### src/rtl/ex_div.sv
// EX-stage radix-2 restoring divider for DIV/DIVU.
// Result is {remainder, quotient}, ready after W+1 edges.
module ex_div #(
  parameter int W = 32
) (
  input  logic           clk,
  input  logic           rst,
  input  logic           signed_div_i,
  input  logic [W-1:0]   opdata1_i,
  input  logic [W-1:0]   opdata2_i,
  input  logic           start_i,
  input  logic           annul_i,
  output logic           busy_o,
  output logic [2*W-1:0] result_o,
  output logic           ready_o
);

  localparam logic [5:0] CNT_W = 6'(W);

  typedef enum logic [1:0] {
    S_IDLE,
    S_BYZERO,
    S_ON,
    S_END
  } state_t;

  state_t           state_q, state_d;
  logic [5:0]       cnt_q, cnt_d;
  logic [2*W:0]     dvd_q, dvd_d;
  logic [W-1:0]     dvs_q, dvs_d;
  logic             neg_q_q, neg_q_d;
  logic             neg_r_q, neg_r_d;
  logic [2*W-1:0]   res_q, res_d;
  logic             rdy_q, rdy_d;

  logic [W:0]       diff;
  logic [W-1:0]     quo;
  logic [W-1:0]     rem;

  function automatic logic [W-1:0] mag(
    input logic [W-1:0] x,
    input logic         s
  );
    return (s && x[W-1]) ? -x : x;
  endfunction

  // state and datapath registers, cleared asynchronously
  always_ff @(posedge clk or negedge rst) begin
    if (!rst) begin
      state_q <= S_IDLE;
      cnt_q   <= '0;
      dvd_q   <= '0;
      dvs_q   <= '0;
      neg_q_q <= 1'b0;
      neg_r_q <= 1'b0;
      res_q   <= '0;
      rdy_q   <= 1'b0;
    end else begin
      state_q <= state_d;
      cnt_q   <= cnt_d;
      dvd_q   <= dvd_d;
      dvs_q   <= dvs_d;
      neg_q_q <= neg_q_d;
      neg_r_q <= neg_r_d;
      res_q   <= res_d;
      rdy_q   <= rdy_d;
    end
  end

  // next-state, restoring step and result fix-up
  always_comb begin
    state_d = state_q;
    cnt_d   = cnt_q;
    dvd_d   = dvd_q;
    dvs_d   = dvs_q;
    neg_q_d = neg_q_q;
    neg_r_d = neg_r_q;
    res_d   = res_q;
    rdy_d   = rdy_q;
    // compare window sits one bit below the stored remainder,
    // so the subtract sees the bit the shift brings in
    diff = {1'b0, dvd_q[2*W-1:W]} - {1'b0, dvs_q};
    quo  = neg_q_q ? -dvd_q[W-1:0] : dvd_q[W-1:0];
    rem  = neg_r_q ? -dvd_q[2*W:W+1] : dvd_q[2*W:W+1];
    unique case (state_q)
      S_IDLE: begin
        res_d = '0;
        rdy_d = 1'b0;
        if (start_i && !annul_i) begin
          neg_q_d = signed_div_i
                  & (opdata1_i[W-1] ^ opdata2_i[W-1]);
          neg_r_d = signed_div_i & opdata1_i[W-1];
          if (opdata2_i == '0) begin
            state_d = S_BYZERO;
          end else begin
            state_d = S_ON;
            cnt_d   = '0;
            dvd_d   = {{W{1'b0}},
                       mag(opdata1_i, signed_div_i),
                       1'b0};
            dvs_d   = mag(opdata2_i, signed_div_i);
          end
        end
      end
      S_BYZERO: begin
        state_d = S_END;
        res_d   = '0;
        rdy_d   = 1'b1;
      end
      S_ON: begin
        if (annul_i) begin
          state_d = S_IDLE;
          cnt_d   = '0;
          res_d   = '0;
          rdy_d   = 1'b0;
        end else if (cnt_q != CNT_W) begin
          if (diff[W]) begin
            dvd_d = {dvd_q[2*W-1:0], 1'b0};
          end else begin
            dvd_d = {diff[W-1:0], dvd_q[W-1:0], 1'b1};
          end
          cnt_d = cnt_q + 6'd1;
        end else begin
          state_d = S_END;
          res_d   = {rem, quo};
          rdy_d   = 1'b1;
        end
      end
      S_END: begin
        if (annul_i || !start_i) begin
          state_d = S_IDLE;
          cnt_d   = '0;
          res_d   = '0;
          rdy_d   = 1'b0;
        end
      end
      default: begin
        state_d = S_IDLE;
      end
    endcase
  end

  assign busy_o   = (state_q == S_BYZERO) || (state_q == S_ON);
  assign result_o = res_q;
  assign ready_o  = rdy_q;

endmodule

### config.mk
export PLATFORM = sky130hd
export DESIGN_NAME = ex_div
export DESIGN_NICKNAME = d
export VERILOG_FILES = /design/src/rtl/ex_div.sv
export SDC_FILE = /design/constraint.sdc
export NUM_CORES = 1
export LEC_CHECK = 0
export CAP_MARGIN = 20
export CORE_UTILIZATION = 45
export DETAILED_ROUTE_END_ITERATION = 16
export PLACE_DENSITY = 0.69
export SKIP_LAST_GASP = 1
export SLEW_MARGIN = 20
export SYNTH_ARGS = -nofsm -noshare
export SYNTH_HDL_FRONTEND = slang
export SYNTH_SLANG_ARGS = --single-unit
export TNS_END_PERCENT = 50
### constraint.sdc
create_clock -name clk -period 4.36 [get_ports clk]
set_input_delay 0.436 -clock clk [delete_from_list [all_inputs] [get_ports clk]]
set_output_delay 0.436 -clock clk [all_outputs]
set_load 0.01 [all_outputs]
==> impl_metrics.py, run 1 <==
metrics = {
    "power_and_ir_drop": {
        "peakVddDrop_v": 0.000329,
        "power_mw": 8.95,
        "cellLeakagePower_nw": 5.63,
        "p_per_area_nw_per_um2": 666,
    },
    "cells_and_area": {
        "final_common_cell": "nand2_1",
        "antenna_cells": 0,
        "final_cell_mix": "221 x nand2_1, 219 x o21ai_0, 172 x dfrtp_1",
        "fin_nets": 1577,
        "syn_to_final_growth_pct": 19.6,
        "layout.cells.non_filler": 1800,
        "drive_gt1_frac": 0.0447,
    },
    "place": {
        "place_inst": 1768,
        "preCtsSetupSlack_ns": 0.770,
        "portBuffers": 134,
        "hpwl_um": 21700,
        "gp_congestion": 0.892,
    },
    "timing": {
        "fmax_ghz": 0.278,
        "slew_headroom": 0.344,
        "period_share": 0.826,
        "fin_setup_tns_ns": 0,
        "hold_slack_ns": 0.0923,
        "drv_slew": 0,
        "rsz0062_at_grt": "false",
        "setup_viol": 0,
        "worst-slew-pin-transition_ns": 0.975,
        "setup_ws_ns": 0.761,
        "finalHoldViolCount": 0,
        "skew_ns": 0.00960,
        "finalCriticalPeriod_ns": 3.60,
    },
    "floorplanning": {
        "start_util": 0.461,
        "core_area_um2": 24400,
        "row_count": 57,
        "dieArea_um2": 25600,
        "chipHeight_um": 160,
        "io_pins": 135,
        "die_x_um": 160,
    },
    "global_routing": {
        "track_usage": 0.232,
        "grt_antenna_before_repair": 1,
        "grt-ovfl-total": 0,
        "grt_pass1_vias": 9338,
        "grt_max_degree": 102,
        "grt_pass1_wl_um": 48100,
    },
    "logic_synthesis": {
        "synth_area_um2": 11200,
        "netlist.area_leader.share": 0.383,
        "ys_seq_elements": 172,
        "ys_top_cells_by_area": "dfrtp_1 38%, o21ai_0 9.7%, xor2_1 7.8%",
        "yosysTopAreaCell": "dfrtp_1",
        "syn_avg_cell_area_um2": 8.27,
        "synth_ff_type": "dfrtp_1",
        "yosys_warnings": 0,
        "syn-num-nets": 1474,
        "synth_edf_count": 0,
        "yosysUniqueCellTypes": 54,
        "async_flop_share": 1.00,
        "syn_inst": 1360,
        "ys_seq_area_frac": 0.383,
    },
    "critical_path": {
        "crit_required_ns": 4.66,
        "rr_worst_depth": 9,
        "worstSetupPathType": "reg2reg",
        "startpoint": "dvd_q[14]",
        "rr_endpoint": "result_o[30]",
        "path_max_fanout": 4,
        "arrival_ns": 3.90,
        "r2r_slack_ns": 0.76,
        "crit_end": "result_o[30]",
        "crit_path_end_kind": "flop",
        "worst_setup_path_start_kind": "flop",
        "rr_startpoint": "dvd_q[14]",
    },
    "clock_network": {
        "ctsRootBufferMaster": "clkbuf_16",
        "cts_buffer_depth": 2,
        "cts_buffers": 17,
        "holdBufCountCts": 0,
        "post_cts_buffers": 0,
        "insertion_delay_ns": 0.43,
        "cts_tree": "built",
        "htree_levels": 4,
        "ctsResizeCount": 0,
        "clkSinkCount": 172,
        "clkSlewWorstSetupHoldPaths_ns": 0.07,
    },
    "worst_hold_path": {
        "hp-class": "in2async",
    },
    "detailed_routing": {
        "num_vias": 9933,
        "wirelength_um": 28900,
        "viasPerCell": 5.52,
        "drt_pass1_iterations": 5,
        "ant_nets": 0,
        "initialDrtViolationCount": 719,
        "wl_per_cell_um": 16.1,
        "drc": 0,
    },
    "outcome": {
        "outcome": "finished, final reports clean",
    },
    "run": {
        "maxCapViolations": 0,
    },
}
[state kept, by name, summed over array words and instances (netlist names)]
name      flops
cnt_q         6
dvd_q        65
dvs_q        32
neg_q_q       1
neg_r_q       1
ready_o       1
result_o     64
state_q       2
[cells by family after synthesis]
kind of cell    after synthesis  synth area share
simple gates                434             0.178
compound gates              421             0.213
flops                       172             0.383
xor+xnor                    142             0.111
buf+inv                     119            0.0408
fa+ha+maj                    45            0.0507
mux                          27            0.0240
[routing by layer]
layer / vias up / routed length (µm) / track usage
met5: - / 0 / 0
met4: 0 / 254 / 0.0550
met2: 255 / 12800 / 0.358
met3: 14 / 1380 / 0.0291
li1: 4983 / - / -
met1: 4681 / 14500 / 0.343
[power by group]
| group | internal (mW) | switching [mW] |
|---|---|---|
| sequential | 2.00 | 0.546 |
| combinational | 1.97 | 3.01 |
| clock | 0.765 | 0.654 |
[layout make-up]
| type | count | area [µm²] |
|---|---|---|
| Clock buffer | 21 | 460 |
| Clock inverter | 11 | 85.1 |
| Fill cell | 2355 | 10900 |
| Inverter | 55 | 206 |
| Multi-Input combinational cell | 1069 | 6510 |
| Sequential cell | 172 | 4300 |
| Tap cell | 324 | 405 |
| Timing Repair Buffer | 148 | 1470 |
[per-stage QoR]
stage	utilization	cell area [µm²]
after global routing	0.551	13400
after detailed placement	0.529	12900
after floorplan	-	11200
after CTS	0.551	13400
final	0.551	13400
after global placement	0.529	12900
[worst max-delay path, stage by stage, from the launching register on]
cell     delay, ns
dfrtp_1       0.42
or4_4         0.56
or3_4         0.36
or4_4         0.45
or4_4         0.44
or3_4         0.36
or4_4         0.50
o21ai_1       0.16
xor2_1        0.16
o21ai_1       0.07
[synth_stat cells (3+ instances only)]
library cell and number:
mux2i_1 27, or4_4 4, a31oi_1 5, o31ai_1 40, nor3b_1 3, or2_2 8
nor2_1 70, xor2_1 100, o41ai_1 14, o21ai_0 219, nor3_1 16, or3_1 16
and2_1 5, xnor2_1 42, a21oi_1 94, dfrtp_1 172, or4_1 14, a211oi_1 4
o211ai_1 5, and3_1 6, ha_1 44, nand4_1 11, nand3_1 16, nand2b_1 14
o21ai_1 5, inv_1 55, buf_1 10, nor4_1 13, nand2_1 221, o21bai_1 7
a21o_1 6, a32oi_1 5, nor2b_1 12, clkbuf_1 51
[worst min path at each step]
stage / from / to / slack, ns / cells past startpoint
2_1_floorplan: rst / cnt_q[0] / 0.14 / 0
3_3_place_gp: result_o[44] / result_o[44] / 0.46 / 2
3_5_place_dp: result_o[37] / result_o[37] / 0.47 / 2
4_1_cts: rst / result_o[13] / 0.14 / 1
5_1_grt: rst / result_o[11] / 0.17 / 1
6_report: rst / result_o[11] / 0.09 / 1
Note: power is estimated with default switching activity, not from simulation.
==> run 2: changes to the inputs <==
--- a/config.mk
+++ b/config.mk
@@ -8,7 +8,7 @@
 export CAP_MARGIN = 20
 export CORE_UTILIZATION = 45
 export DETAILED_ROUTE_END_ITERATION = 16
-export PLACE_DENSITY = 0.69
+export PLACE_DENSITY = 0.71
 export SKIP_LAST_GASP = 1
 export SLEW_MARGIN = 20
 export SYNTH_ARGS = -nofsm -noshare
==> constraint.sdc (replaced) <==
create_clock -name clk -period 3.1 [get_ports clk]
set_input_delay 0.31 -clock clk [delete_from_list [all_inputs] [get_ports clk]]
set_output_delay 0.31 -clock clk [all_outputs]
set_load 0.01 [all_outputs]
==> run 2 against run 1 <==
Compared with the run above:
- the flow now finishes with violations (negative setup slack)
- maximum frequency rose by 4.9%
- via count rose by 5.2%
- worst hold slack better by 0.38 ns
- critical path depth stayed put
- wire length increased by 5.9%
- flip-flop and latch count did not move
- worst setup slack worse by 1.1 ns
- combinational power up 80%
- die area unchanged
- count of clock-buffer cells in the layout shrank 2
- sequential power up 34%
- register-to-register slack worse by 1.1 ns
- largest cell class unchanged
- highest routed layer unchanged
==> impl_metrics.py, run 2 (synthesized netlist as in run 1, its figures left out) <==
metrics = {
    "critical_path": {
        "rr_endpoint": "result_o[28]",
        "worst_setup_path_start_kind": "flop",
        "rr_startpoint": "dvd_q[14]",
        "crit_required_ns": 3.39,
        "cp_num_buf_inv": 0,
        "rr_worst_depth": 9,
        "arrival_ns": 3.72,
        "path_delay_family": "simple AND/OR/NAND/NOR gates",
        "crit_path_end_kind": "flop",
        "path_cells": "or4_4 > or3_4 > or4_4 > or4_4 > or3_4 > or4_4 > o21ai_2 > xor2_1 > o21ai_1",
        "worstSetupPathType": "reg2reg",
        "path_max_fanout": 2,
        "critPathMaxStageDelay_ns": 0.53,
        "r2r_slack_ns": -0.33,
        "crit_slowest_cell": "or4_4",
        "crit_top_cell": "or4_4",
    },
    "floorplanning": {
        "io_pins": 135,
        "row_count": 57,
        "dieArea_um2": 25600,
        "chipHeight_um": 160,
        "start_util": 0.461,
        "die_x_um": 160,
        "core_area_um2": 24400,
    },
    "timing": {
        "setup_viol": 7,
        "worst-slew-pin-transition_ns": 1.01,
        "setup_ws_ns": -0.332,
        "period_share": 1.11,
        "rsz0062_at_grt": "true",
        "finalHoldViolCount": 0,
        "drv_slew": 0,
        "skew_ns": 0.0168,
        "finalCriticalPeriod_ns": 3.43,
        "slew_headroom": 0.327,
        "fmax_ghz": 0.291,
    },
    "detailed_routing": {
        "num_vias": 10500,
        "wl_per_cell_um": 16.0,
        "ant_nets": 0,
        "drt_pass1_iterations": 5,
        "wirelength_um": 30600,
        "viasPerCell": 5.47,
        "drc": 0,
        "initialDrtViolationCount": 771,
    },
    "power_and_ir_drop": {
        "cellLeakagePower_nw": 6.28,
        "power_mw": 14.8,
        "peakVddDrop_v": 0.000516,
        "p_per_area_nw_per_um2": 1010,
    },
    "global_routing": {
        "track_usage": 0.244,
        "grt-ovfl-total": 0,
        "grt_antenna_before_repair": 0,
        "grt_pass1_vias": 10000,
        "grt_max_degree": 96,
        "grt_pass1_wl_um": 50600,
    },
    "outcome": {
        "outcome": "finished with violations",
        "violations": "negative setup slack",
    },
    "place": {
        "portBuffers": 134,
        "gp_congestion": 0.898,
        "preCtsSetupSlack_ns": -0.373,
        "hpwl_um": 22900,
    },
    "clock_network": {
        "insertion_delay_ns": 0.44,
        "ctsRootBufferMaster": "clkbuf_16",
        "clkSlewWorstSetupHoldPaths_ns": 0.07,
        "cts_buffers": 17,
        "clkSinkCount": 172,
        "htree_levels": 4,
        "cts_tree": "built",
        "cts_buffer_depth": 2,
    },
    "cells_and_area": {
        "fin_util": 0.601,
        "fin_nets": 1689,
        "fillers": 2188,
        "final_cell_mix": "221 x nand2_1, 218 x o21ai_0, 172 x dfrtp_1",
        "largest-register": "dvd_q",
        "antenna_cells": 0,
        "largest_reg_flops": 65,
        "syn_to_final_growth_pct": 30.3,
        "final_common_cell": "nand2_1",
        "drive_gt1_frac": 0.125,
    },
    "worst_hold_path": {
        "hp-class": "in2async",
    },
    "run": {
        "maxCapViolations": 0,
    },
}
## run 2: cell count changes in the layout (fill, tap and decap cells not counted), sizes merged
cell         before  now
inv              58   61
clkinv            5    1
clkinvlp          3    2
buf              15  124
dlygate4sd3       0    1
bufinv            0    4
## run 2: cell type report
type / count / area, µm² / area share
sequential: 172 / 4300 / 0.294
clock inverter: 13 / 201 / 0.0137
tap: 324 / 405 / 0.0277
inverter: 55 / 206 / 0.0141
multi-input combinational: 1069 / 6660 / 0.454
clock buffer: 19 / 453 / 0.0309
timing repair buffer: 260 / 2420 / 0.165
## run 2: where the power goes
group / switching, mW / internal (mW)
clock: 0.955 / 1.42
combinational: 4.99 / 3.99
sequential: 0.606 / 2.82
total: 6.55 / 8.22
## run 2: metal layers
metal	GRT usage	wire length, µm	vias to the layer above	part of all wire
met1	0.347	14700	4932	0.48
li1	-	-	5214	-
met4	0.0597	371	0	0.012
met3	0.0379	1510	27	0.049
met5	0	0	-	0
met2	0.388	14100	277	0.46
## run 2: metrics by stage
step                hold slack [ns]  cell area, µm²  TNS, ns  std cells
global route                  0.495           14700    -3.41       1912
finish                        0.473           14700    -1.53       1912
global placement              0.414           13700    -1.71       1870
CTS                           0.474           14500    -1.66       1906
detailed placement            0.411           13700    -2.61       1870
floorplan                    0.0144           11300    -1.06       1360
## run 2: what timing repair did
action                                  in CTS  in global routing
hold buffers                                 1                  0
pin swaps                                    5                  8
endpoints found under the hold margin       81                  0
setup buffers                                3                  3
endpoints found under the setup margin      31                 49
cloned                                       0                  2
resized for setup                           13                 13
## run 2: how the worst max path moves through the flow
stage / slack [ns] / depth (start not counted) / start / to
after global routing: -0.43 / 9 / dvd_q[14] / result_o[28]
after CTS: -0.33 / 9 / dvd_q[14] / result_o[28]
after floorplan: -0.31 / 9 / dvd_q[14] / result_o[28]
after global placement: -0.34 / 11 / dvd_q[14] / result_o[31]
after detailed placement: -0.37 / 9 / dvd_q[14] / result_o[28]
final: -0.33 / 9 / dvd_q[14] / result_o[28]
==> run 3: changes to the inputs <==
--- a/config.mk
+++ b/config.mk
@@ -6,9 +6,10 @@
 export NUM_CORES = 1
 export LEC_CHECK = 0
 export CAP_MARGIN = 20
-export CORE_UTILIZATION = 45
+export CORE_UTILIZATION = 52
+export CTS_CLUSTER_SIZE = 30
 export DETAILED_ROUTE_END_ITERATION = 16
-export PLACE_DENSITY = 0.71
+export PLACE_DENSITY = 0.8
 export SKIP_LAST_GASP = 1
 export SLEW_MARGIN = 20
 export SYNTH_ARGS = -nofsm -noshare
==> run 3 against run 2 <==
Compared with the run above:
- cell area fell by 2.9%
- first-iteration DRC count fell by 22%
- worst setup slack got worse by 0.038 ns
- utilization rose by 7.4 points
- global-route usage rose by 3.2 points
- worst hold slack got worse by 0.14 ns
- count of clock-buffer cells in the layout fell by 1
- cell count fell by 4.0%
- sequential power rose by 3%
- highest routed layer unchanged
- die area fell by 13%
- register-to-register slack got worse by 0.04 ns
- the flow still finishes with violations (negative setup slack)
- wire length fell by 4.3%
==> impl_metrics.py, run 3 (synthesized netlist as in run 1, its figures left out) <==
metrics = {
    "cells_and_area": {
        "seqCellArea_um2": 4300,
        "fin_util": 0.675,
        "fin_nets": 1661,
        "largest-register": "dvd_q",
        "syn_to_final_growth_pct": 26.6,
        "multi_input_area_um2": 6620,
        "drive_gt1_frac": 0.106,
        "final_common_cell": "nand2_1",
        "final_cell_mix": "221 x nand2_1, 218 x o21ai_0, 172 x dfrtp_1",
        "fillers": 1696,
        "antenna_cells": 0,
        "layout.cells.non_filler": 1835,
        "design_area_um2": 14200,
        "largest_reg_flops": 65,
    },
    "timing": {
        "rsz0062_at_grt": "true",
        "finalHoldViolCount": 0,
        "fin_setup_tns_ns": -2.10,
        "setup_viol": 9,
        "skew_ns": 0.00892,
        "setup_ws_ns": -0.371,
        "worst-slew-pin-transition_ns": 1.14,
        "slew_headroom": 0.238,
        "fmax_ghz": 0.288,
        "period_share": 1.12,
        "drv_slew": 0,
        "finalCriticalPeriod_ns": 3.47,
    },
    "clock_network": {
        "insertion_delay_ns": 0.43,
        "cts_tree": "built",
        "cts_buffer_depth": 2,
        "htree_levels": 4,
        "clkSlewWorstSetupHoldPaths_ns": 0.07,
        "ctsRootBufferMaster": "clkbuf_16",
        "clkSinkCount": 172,
        "cts_buffers": 17,
    },
    "outcome": {
        "violations": "negative setup slack",
        "outcome": "finished with violations",
    },
    "critical_path": {
        "rr_worst_depth": 9,
        "worst_setup_path_start_kind": "flop",
        "crit_required_ns": 3.39,
        "arrival_ns": 3.76,
        "path_max_fanout": 2,
        "worstSetupPathType": "reg2reg",
        "crit_path_end_kind": "flop",
    },
    "place": {
        "place_inst": 1796,
        "gp_congestion": 0.932,
        "portBuffers": 134,
        "placed_area_um2": 13500,
        "hpwl_um": 22100,
    },
    "power_and_ir_drop": {
        "peakVddDrop_v": 0.000923,
        "p_switching_mw": 6.39,
        "p_int_mw": 7.64,
        "power_frac_seq": 0.251,
        "switching_share": 0.456,
        "power_mw": 14.0,
        "p_per_area_nw_per_um2": 986,
        "p_comb_frac": 0.602,
        "clkPwrFrac": 0.148,
        "cellLeakagePower_nw": 6.09,
    },
    "detailed_routing": {
        "drt_pass1_iterations": 5,
        "num_vias": 10500,
        "initialDrtViolationCount": 605,
        "ant_nets": 0,
        "viasPerCell": 5.71,
        "drc": 0,
        "wl_per_cell_um": 16.0,
        "wirelength_um": 29300,
    },
    "floorplanning": {
        "start_util": 0.533,
        "row_count": 53,
        "dieArea_um2": 22200,
        "chipHeight_um": 149,
        "io_pins": 135,
        "die_x_um": 149,
        "core_area_um2": 21100,
    },
    "global_routing": {
        "track_usage": 0.276,
        "grt_max_degree": 93,
        "grt_pass1_wl_um": 48700,
        "grt_antenna_before_repair": 0,
        "grt-ovfl-total": 0,
        "grt_pass1_vias": 9966,
    },
    "worst_hold_path": {
        "hp-class": "in2async",
    },
    "run": {
        "maxCapViolations": 0,
    },
}
run 3: cell types whose count changed in the layout (fill, tap and decap cells not counted), sizes merged:
cell,before,now
clkinvlp,2,4
clkinv,1,4
bufinv,4,0
buf,124,98
clkbuf,21,18
run 3: repair_timing:
item / CTS / global route
buffers inserted: 6 / 0
resized for setup: 8 / 12
endpoints found under the hold margin: 34 / 0
setup endpoints to repair: 33 / 49
pin swaps: 5 / 8
hold buffers: 1 / 0
run 3: worst max-delay path, stage by stage (launching register included):
cell and delay, ns:
dfrtp_1 0.38, or4_4 0.54, or3_4 0.34, or4_4 0.42
or4_4 0.43, or3_4 0.35, or4_4 0.44, o21ai_2 0.15
xor2_1 0.19, o21ai_1 0.08
run 3: stage by stage:
stage	hold slack (ns)	worst slack [ns]
finish	0.334	-0.371
global route	0.355	-0.458
CTS	0.337	-0.359
detailed placement	0.234	-0.407
global placement	0.234	-0.295
floorplan	0.0144	-0.305
run 3: final timing paths:
path                               from           end  slack [ns]
max in group asynchronous           rst     dvd_q[54]        1.86
max                           dvd_q[14]  result_o[28]       -0.37
min reg2reg                result_o[19]  result_o[19]        0.48
min                                 rst       ready_o        0.33
min in group clk           result_o[19]  result_o[19]        0.48
max reg2reg                   dvd_q[14]  result_o[28]       -0.37
run 3: power groups by stage:
stage / registers [mW] / logic [mW] / clock network (mW)
floorplan: 3.34 / 5.36 / 0
global placement: 3.47 / 7.68 / 0
detailed placement: 3.51 / 7.87 / 0
CTS: 3.49 / 8.06 / 2.10
global route: 3.60 / 9.30 / 2.19
finish: 3.52 / 8.44 / 2.07
run 3: area by class of cell:
| type | count | share of cell area |
|---|---|---|
| Multi-Input combinational cell | 1069 | 0.465 |
| Inverter | 55 | 0.0145 |
| Tap cell | 275 | 0.0242 |
| Clock buffer | 18 | 0.0308 |
| Sequential cell | 172 | 0.302 |
| Timing Repair Buffer | 232 | 0.154 |
| Clock inverter | 14 | 0.00932 |
run 3: layer usage:
layer  vias to the layer above  part of all wire  global-route usage
met4                         0             0.016              0.0867
met1                      4971              0.47               0.393
li1                       5162                 -                   -
met3                        34             0.054              0.0410
met2                       313              0.46               0.431
met5                         -                 0                   0
